File: src/rtl/bram_fill_copy.sv
// Fill/copy engine for one write/read port pair of a block RAM with one-cycle read latency.
// Fill writes one constant word per clock; copy primes a read, then writes one word per clock.
module bram_fill_copy #(
  parameter int WIDTH = 8,
  parameter int DEPTH = 256,
  localparam int ADDRW = $clog2(DEPTH)
) (
  input  logic             clk,
  input  logic             rst,
  input  logic             cmd_valid,
  output logic             cmd_ready,
  input  logic             cmd_op,
  input  logic [ADDRW-1:0] cmd_src,
  input  logic [ADDRW-1:0] cmd_dst,
  input  logic [ADDRW:0]   cmd_len,
  input  logic [WIDTH-1:0] cmd_data,
  output logic             busy,
  output logic             done,
  output logic             mem_we,
  output logic [ADDRW-1:0] mem_addr_write,
  output logic [ADDRW-1:0] mem_addr_read,
  output logic [WIDTH-1:0] mem_data_in,
  input  logic [WIDTH-1:0] mem_data_out
);

  typedef enum logic [2:0] {
    S_IDLE,
    S_FILL,
    S_PRIME,
    S_COPY,
    S_DONE
  } state_e;

  state_e           state_q, state_d;
  logic [ADDRW-1:0] src_q, src_d;
  logic [ADDRW-1:0] dst_q, dst_d;
  logic [ADDRW:0]   len_q, len_d;
  logic [WIDTH-1:0] data_q, data_d;
  logic [ADDRW:0]   cnt_q, cnt_d;
  logic [ADDRW-1:0] rd_addr_q, rd_addr_d;

  logic [ADDRW:0]   cnt_inc;
  logic             last;
  logic             accept;

  assign cnt_inc = cnt_q + 1'b1;
  assign last    = (cnt_inc == len_q);

  // The write address is an offset from the latched destination, wrapping modulo DEPTH.
  assign mem_addr_write = dst_q + cnt_q[ADDRW-1:0];
  assign mem_addr_read  = rd_addr_d;

  always_comb begin
    // NOTE: every output and next-state value gets a default first, so no path
    // through the case statement can leave one unassigned and infer a latch.
    state_d     = state_q;
    src_d       = src_q;
    dst_d       = dst_q;
    len_d       = len_q;
    data_d      = data_q;
    cnt_d       = cnt_q;
    rd_addr_d   = rd_addr_q;
    busy        = 1'b0;
    done        = 1'b0;
    mem_we      = 1'b0;
    mem_data_in = data_q;
    cmd_ready   = !rst && (state_q == S_IDLE || state_q == S_DONE);
    accept      = cmd_valid && cmd_ready;

    unique case (state_q)
      S_IDLE: ;
      S_FILL: begin
        busy   = 1'b1;
        mem_we = 1'b1;
        cnt_d  = cnt_inc;
        if (last) state_d = S_DONE;
      end
      S_PRIME: begin
        busy      = 1'b1;
        rd_addr_d = src_q;
        state_d   = S_COPY;
      end
      S_COPY: begin
        busy        = 1'b1;
        mem_we      = 1'b1;
        mem_data_in = mem_data_out;
        cnt_d       = cnt_inc;
        // Keep one read ahead of the write; stop issuing reads after the last word.
        if (last) state_d = S_DONE;
        else      rd_addr_d = src_q + cnt_inc[ADDRW-1:0];
      end
      S_DONE: begin
        done    = 1'b1;
        state_d = S_IDLE;
      end
      default: state_d = S_IDLE;
    endcase

    if (accept) begin
      src_d  = cmd_src;
      dst_d  = cmd_dst;
      len_d  = cmd_len;
      data_d = cmd_data;
      cnt_d  = '0;
      if (cmd_len == '0)  state_d = S_DONE;
      else if (cmd_op)    state_d = S_PRIME;
      else                state_d = S_FILL;
    end
  end

  always_ff @(posedge clk) begin
    // NOTE: state registers use non-blocking assignments so every flop samples
    // the pre-edge value of every other flop, independent of statement order.
    if (rst) begin
      state_q   <= S_IDLE;
      src_q     <= '0;
      dst_q     <= '0;
      len_q     <= '0;
      data_q    <= '0;
      cnt_q     <= '0;
      rd_addr_q <= '0;
    end else begin
      state_q   <= state_d;
      src_q     <= src_d;
      dst_q     <= dst_d;
      len_q     <= len_d;
      data_q    <= data_d;
      cnt_q     <= cnt_d;
      rd_addr_q <= rd_addr_d;
    end
  end

endmodule

File: config.mk
export PLATFORM = sky130hd
export DESIGN_NAME = bram_fill_copy
export DESIGN_NICKNAME = d
export VERILOG_FILES = /design/src/rtl/bram_fill_copy.sv
export SDC_FILE = /design/constraint.sdc
export NUM_CORES = 1
export LEC_CHECK = 0
export ABC_CLOCK_PERIOD_IN_PS = 7390
export CAP_MARGIN = 20
export CORE_MARGIN = 4
export CORE_UTILIZATION = 35
export CTS_CLUSTER_SIZE = 28
export DETAILED_ROUTE_END_ITERATION = 6
export SLEW_MARGIN = 0
export SYNTH_ARGS = -nofsm -noshare
export SYNTH_HDL_FRONTEND = slang
export SYNTH_SLANG_ARGS = --single-unit
File: constraint.sdc
create_clock -name clk -period 7.39 [get_ports clk]
set_input_delay 0.739 -clock clk [delete_from_list [all_inputs] [get_ports clk]]
set_output_delay 0.739 -clock clk [all_outputs]
set_load 0.005 [all_outputs]
==> flow_metrics.py, run 1 <==
metrics = {
    "sta": {
        "slew_headroom_pct": 52.8,
        "drv_slew": 0,
        "setup_tns_ns": 0,
        "timing.fmax_mhz": 243,
        "finalHoldViolCount": 0,
        "worst_slack_ns": 3.27,
        "rsz0062_at_grt": "no",
        "hold_slack_ns": 0.482,
        "post-route-period-util_pct": 55.7,
        "fin_skew_ns": 0.00957,
        "finalSetupViolCount": 0,
        "worst_pin_slew_ns": 0.708,
        "period_needed_ns": 4.12,
    },
    "power": {
        "ir_worst_vdd_v": 0.0000854,
        "p_per_area_nw_per_um2": 154,
        "leakage_uw": 0.00168,
    },
    "routing": {
        "detail-route-antenna-nets": 0,
        "routed-via-count": 3181,
        "first_pass_iters": 4,
        "drc": 0,
        "wl_per_cell_um": 14.3,
        "drtIter0Drc": 113,
        "via_per_inst": 5.07,
        "drt_wl_total_um": 8960,
    },
    "global_route": {
        "grt_usage_pct": 15.7,
        "antenna_found_initial": 0,
        "grt_pass1_vias": 3133,
        "grt_max_degree": 68,
        "grt-ovfl-total": 0,
        "grt_pass1_wl_um": 15000,
    },
    "critical_path": {
        "worstPathArrival_ns": 3.38,
        "cp_top_family": "compound AO/OA/AOI/OAI gates",
        "startpoint_type": "flop",
        "critPathRequiredTime_ns": 6.65,
        "endpoint_kind": "output pin",
        "critPathMaxFanout": 7,
        "path_buf_inv": 1,
        "slowest_stage": "clkdlybuf4s50_1",
        "cpPeakStageDelay_ns": 0.50,
        "path_cells": "ha_1 > nand3_1 > xnor2_1 > ha_1 > o21ai_0 > a21oi_1 > o41ai_1 > xnor2_1 > o211ai_1 > nand3_1 > clkdlybuf4s50_1",
        "critPathKind": "flop to output pin",
    },
    "logic_synthesis": {
        "synth_top_cell_by_area": "dfxtp_1",
        "synth_edf_count": 0,
        "synth.net_count": 503,
        "yosysSeqAreaShare_pct": 30.3,
        "synth_ff_type": "dfxtp_1",
        "synth_area_um2": 3500,
        "synthCells": 440,
        "synthTopCellsByArea": "dfxtp_1 30%, nand2_1 7.7%, nand2b_1 7.0%",
        "yosys-top-cells-count": "72 x nand2_1, 53 x dfxtp_1, 39 x nand2b_1, 38 x o21ai_0, 28 x nor2_1",
        "async_flop_share_pct": 0,
        "postSynthAreaPerCell_um2": 7.96,
        "yosys.area.top_type_share_pct": 30.3,
        "ys.warnings.count": 0,
        "ys_types": 54,
        "ys_ff_latch": 53,
        "synth.most_common_cell": "nand2_1",
    },
    "final_layout": {
        "nNetsFinal": 557,
        "layout-drive-gt1-share_pct": 4.04,
        "area_delta_synth_final_pct": 25.0,
        "fin_area_um2": 4380,
        "regArea_um2": 1060,
        "multi_input_area_um2": 2250,
        "n_antenna_cell": 0,
        "finish.utilization_pct": 44.8,
        "fill_cells": 1029,
    },
    "floorplanning": {
        "rows": 36,
        "die_area_um2": 11700,
        "start_util_pct": 35.8,
        "die_h_um": 108,
        "die_w_um": 108,
        "io-pin-count": 73,
        "core_area_um2": 9770,
    },
    "clock_network": {
        "ctsRootBufferMaster": "clkbuf_8",
        "hold_buffers": 0,
        "cts.sink_count": 53,
        "clock_latency_ns": 0.30,
        "clock_path_buffers": 2,
        "cts_setup_buffers": 0,
        "htree_levels": 2,
        "clk_pin_slew_ns": 0.10,
        "cts-resized-gates": 0,
        "cts_tree": "yes",
        "cts-buffers-inserted": 5,
    },
    "min_path": {
        "hold_path_class": "flop to flop",
    },
    "placement": {
        "gp_congestion": 0.940,
        "dpl_cell_area_um2": 4260,
        "hpwl_um": 6650,
        "post-place-ws_ns": 3.62,
        "port_buffers": 72,
    },
    "status": {
        "outcome": "completed",
    },
    "job": {
        "maxCapViolCount": 0,
    },
}
==> power breakdown <==
part	switching (uW)	internal (uW)
combinational	84.4	93.7
clock	102	68.7
sequential	19.8	306
==> logic make-up after synthesis <==
logic type	after synthesis	synth area share, %
xor+xnor	33	10.7
fa+ha+maj	18	6.86
flops	53	30.3
simple gates	198	29.1
compound gates	97	17.8
buf+inv	41	5.32
==> state kept, by name, summed over array words and instances (netlist names) <==
| register | flops |
|---|---|
| cnt_q | 9 |
| len_q | 9 |
| data_q | 8 |
| dst_q | 8 |
| rd_addr_q | 8 |
| src_q | 8 |
| state_q | 3 |
==> per-layer routing <==
metal | global-route usage [%] | wire length (um)
met1 | 21.6 | 4320
met2 | 25.7 | 4080
met3 | 2.81 | 454
met4 | 3.25 | 98
met5 | 0 | 0
==> worst reg2reg max path, cell delays in order, from the launching register on <==
cell and delay, ns:
dfxtp_1 0.48, ha_1 0.35, nand3_1 0.19, xnor2_1 0.24, ha_1 0.30, o21ai_0 0.09, a21oi_1 0.09, o41ai_1 0.39
xnor2_1 0.17, o211ai_1 0.14, a31oi_1 0.20
==> worst paths after layout <==
| kind | start | endpoint | slack, ns | depth (start not counted) |
|---|---|---|---|---|
| hold / removal | data_q[0] | data_q[0] | 0.48 | 2 |
| hold reg to reg | data_q[0] | data_q[0] | 0.48 | 2 |
| setup reg to reg | cnt_q[0] | rd_addr_q[7] | 4.67 | 10 |
| setup / recovery | cnt_q[0] | mem_addr_read[7] | 3.27 | 11 |
==> final cells by class <==
cell class | instances | share of cell area [%]
clock buffers | 5 | 1.57
clock inverters | 3 | 0.572
inverters | 14 | 1.20
multi-input cells | 346 | 51.5
flip-flops and latches | 53 | 24.2
well taps | 133 | 3.80
repair buffers | 74 | 17.1
==> cell usage in the layout (no fill, tap or decap), types with 3 or more instances in the layout <==
master           instances
nand2b_1                39
a211oi_1                 3
a32oi_1                  3
nand3_1                 12
a21oi_1                 18
xnor3_1                  4
clkbuf_8                 5
and2_1                   3
a31oi_1                  6
o211ai_1                 5
clkdlybuf4s50_1         72
nor3_1                   5
o21ai_0                 38
xnor2_1                 17
dfxtp_1                 53
nand4_1                  5
nor2_1                  28
nand2_1                 72
or3_1                    7
a21o_1                   4
nor4_1                   3
inv_1                   14
and3_1                   5
nor2b_1                  3
ha_1                    16
nor3b_1                  6
xor2_1                  10
o31ai_1                  3
==> stage by stage <==
step,power (uW),instances
6_report,675,628
5_1_grt,716,628
4_1_cts,683,627
3_5_place_dp,510,619
3_3_place_gp,508,619
2_1_floorplan,430,440
Power figures use the tool's default switching activity.
==> run 2: changes to the inputs <==
--- a/config.mk
+++ b/config.mk
@@ -5,7 +5,7 @@
 export SDC_FILE = /design/constraint.sdc
 export NUM_CORES = 1
 export LEC_CHECK = 0
-export ABC_CLOCK_PERIOD_IN_PS = 7390
+export ABC_CLOCK_PERIOD_IN_PS = 3830
 export CAP_MARGIN = 20
 export CORE_MARGIN = 4
 export CORE_UTILIZATION = 35
==> constraint.sdc (replaced) <==
create_clock -name clk -period 3.83 [get_ports clk]
set_input_delay 0.383 -clock clk [delete_from_list [all_inputs] [get_ports clk]]
set_output_delay 0.383 -clock clk [all_outputs]
set_load 0.005 [all_outputs]
==> run 2 against run 1 <==
Compared with the run above: critical path depth is 4 lower; sequential share of layout area is 0.27 points lower; worst hold slack better by 0.0056 ns; core utilization is 0.60 points higher.
==> flow_metrics.py, run 2 (synthesis gave the netlist of run 1 again) <==
metrics = {
    "final_layout": {
        "layout-drive-gt1-share_pct": 6.39,
        "layout_common_cells": "72 x nand2_1, 72 x clkdlybuf4s50_1, 51 x dfxtp_1",
        "nNetsFinal": 563,
        "area_delta_synth_final_pct": 26.7,
        "n_antenna_cell": 0,
        "reg.largest.list": "cnt_q x9, len_q x9",
        "fill_cells": 1021,
        "finish.utilization_pct": 45.4,
    },
    "placement": {
        "gp_congestion": 0.942,
        "hpwl_um": 6900,
        "post-place-ws_ns": 0.397,
        "port_buffers": 72,
    },
    "sta": {
        "worst_pin_slew_ns": 0.680,
        "finalSetupViolCount": 0,
        "fin_skew_ns": 0.0118,
        "setup_tns_ns": 0,
        "post-route-period-util_pct": 94.8,
        "timing.fmax_mhz": 275,
        "slew_headroom_pct": 54.3,
        "period_needed_ns": 3.63,
        "finalHoldViolCount": 0,
        "rsz0062_at_grt": "no",
        "worst_slack_ns": 0.197,
        "drv_slew": 0,
    },
    "global_route": {
        "grt_pass1_vias": 3121,
        "grt_usage_pct": 16.5,
        "grt-ovfl-total": 0,
        "antenna_found_initial": 0,
        "grt_pass1_wl_um": 15400,
        "grt_max_degree": 48,
    },
    "power": {
        "p_int_uw": 924,
        "p_per_area_nw_per_um2": 300,
        "p_seq_share_pct": 47.3,
        "comb_power_share_pct": 26.1,
        "ir_worst_vdd_v": 0.000176,
        "p_clk_share_pct": 26.6,
        "leakage_uw": 0.00172,
        "p_sw_uw": 407,
        "p_sw_share_pct": 30.6,
    },
    "routing": {
        "first_pass_iters": 4,
        "detail-route-antenna-nets": 0,
        "via_per_inst": 5.05,
        "drtIter0Drc": 102,
        "drt_wl_total_um": 9300,
        "routed-via-count": 3203,
        "wl_per_cell_um": 14.7,
        "drc": 0,
    },
    "floorplanning": {
        "start_util_pct": 35.8,
        "die_h_um": 108,
        "die_w_um": 108,
        "io-pin-count": 73,
        "rows": 36,
        "die_area_um2": 11700,
        "core_area_um2": 9770,
    },
    "critical_path": {
        "endpoint_kind": "output pin",
        "critPathMaxFanout": 9,
        "worstPathArrival_ns": 3.25,
        "startpoint_type": "flop",
        "critPathKind": "flop to output pin",
        "critPathRequiredTime_ns": 3.45,
    },
    "clock_network": {
        "cts_tree": "yes",
        "clock_latency_ns": 0.31,
        "hold_buffers": 0,
        "cts-buffers-inserted": 5,
        "clk_pin_slew_ns": 0.11,
        "clock_path_buffers": 2,
        "ctsRootBufferMaster": "clkbuf_8",
        "htree_levels": 2,
        "cts.sink_count": 53,
    },
    "job": {
        "maxCapViolCount": 0,
    },
    "status": {
        "outcome": "completed",
    },
    "min_path": {
        "hold_path_class": "flop to flop",
    },
}
-- run 2: power by group through the flow --
stage               combinational [uW]  sequential, uW  clock [uW]
finish                             348             630         354
global route                       385             636         389
CTS                                349             630         369
detailed placement                 346             642           0
global placement                   344             640           0
floorplan                          202             627           0
-- run 2: through the flow --
step	power, uW	hold WS, ns	cells	instance area, um^2
CTS	1350	0.483	634	4410
floorplan	829	0.449	440	3500
global route	1410	0.509	634	4440
detailed placement	988	0.466	626	4320
global placement	984	0.460	626	4320
finish	1330	0.488	634	4440
-- run 2: per-layer routing --
layer  GRT usage, %  up-vias  routed length, um
met1           22.1     1478               4340
met5              0        -                  0
met2           27.2       80               4330
met4           3.52        0                 83
li1               -     1638                  -
met3           3.70        7                547
-- run 2: final timing paths --
path | start | endpoint | slack (ns) | depth (start not counted)
hold / removal | data_q[0] | data_q[0] | 0.49 | 2
setup reg to reg | cnt_q[3] | rd_addr_q[1] | 1.25 | 6
setup / recovery | cnt_q[3] | mem_addr_read[0] | 0.20 | 7
hold reg to reg | data_q[0] | data_q[0] | 0.49 | 2
-- run 2: what timing repair did --
action,4_1_cts,5_1_grt
endpoints found under the setup margin,0,8
setup buffers,0,0
resized for setup,0,6
hold endpoints to repair,0,0
-- run 2: final cells by class --
| cell class | instances | area (um^2) | share of cell area [%] |
|---|---|---|---|
| sequential | 53 | 1060 | 24.0 |
| timing repair buffer | 80 | 781 | 17.6 |
| tap | 133 | 166 | 3.75 |
| clock buffer | 6 | 82.6 | 1.86 |
| clock inverter | 2 | 16.3 | 0.367 |
| multi-input combinational | 346 | 2270 | 51.3 |
| inverter | 14 | 52.6 | 1.18 |
-- run 2: critical path: stages (launching register included) --
cell and delay (ns):
dfxtp_1 0.62, nand4_4 0.19, or3_1 0.43, and2_4 0.18
or4_4 0.60, nor2_2 0.23, o311a_1 0.18, clkdlybuf4s50_1 0.50
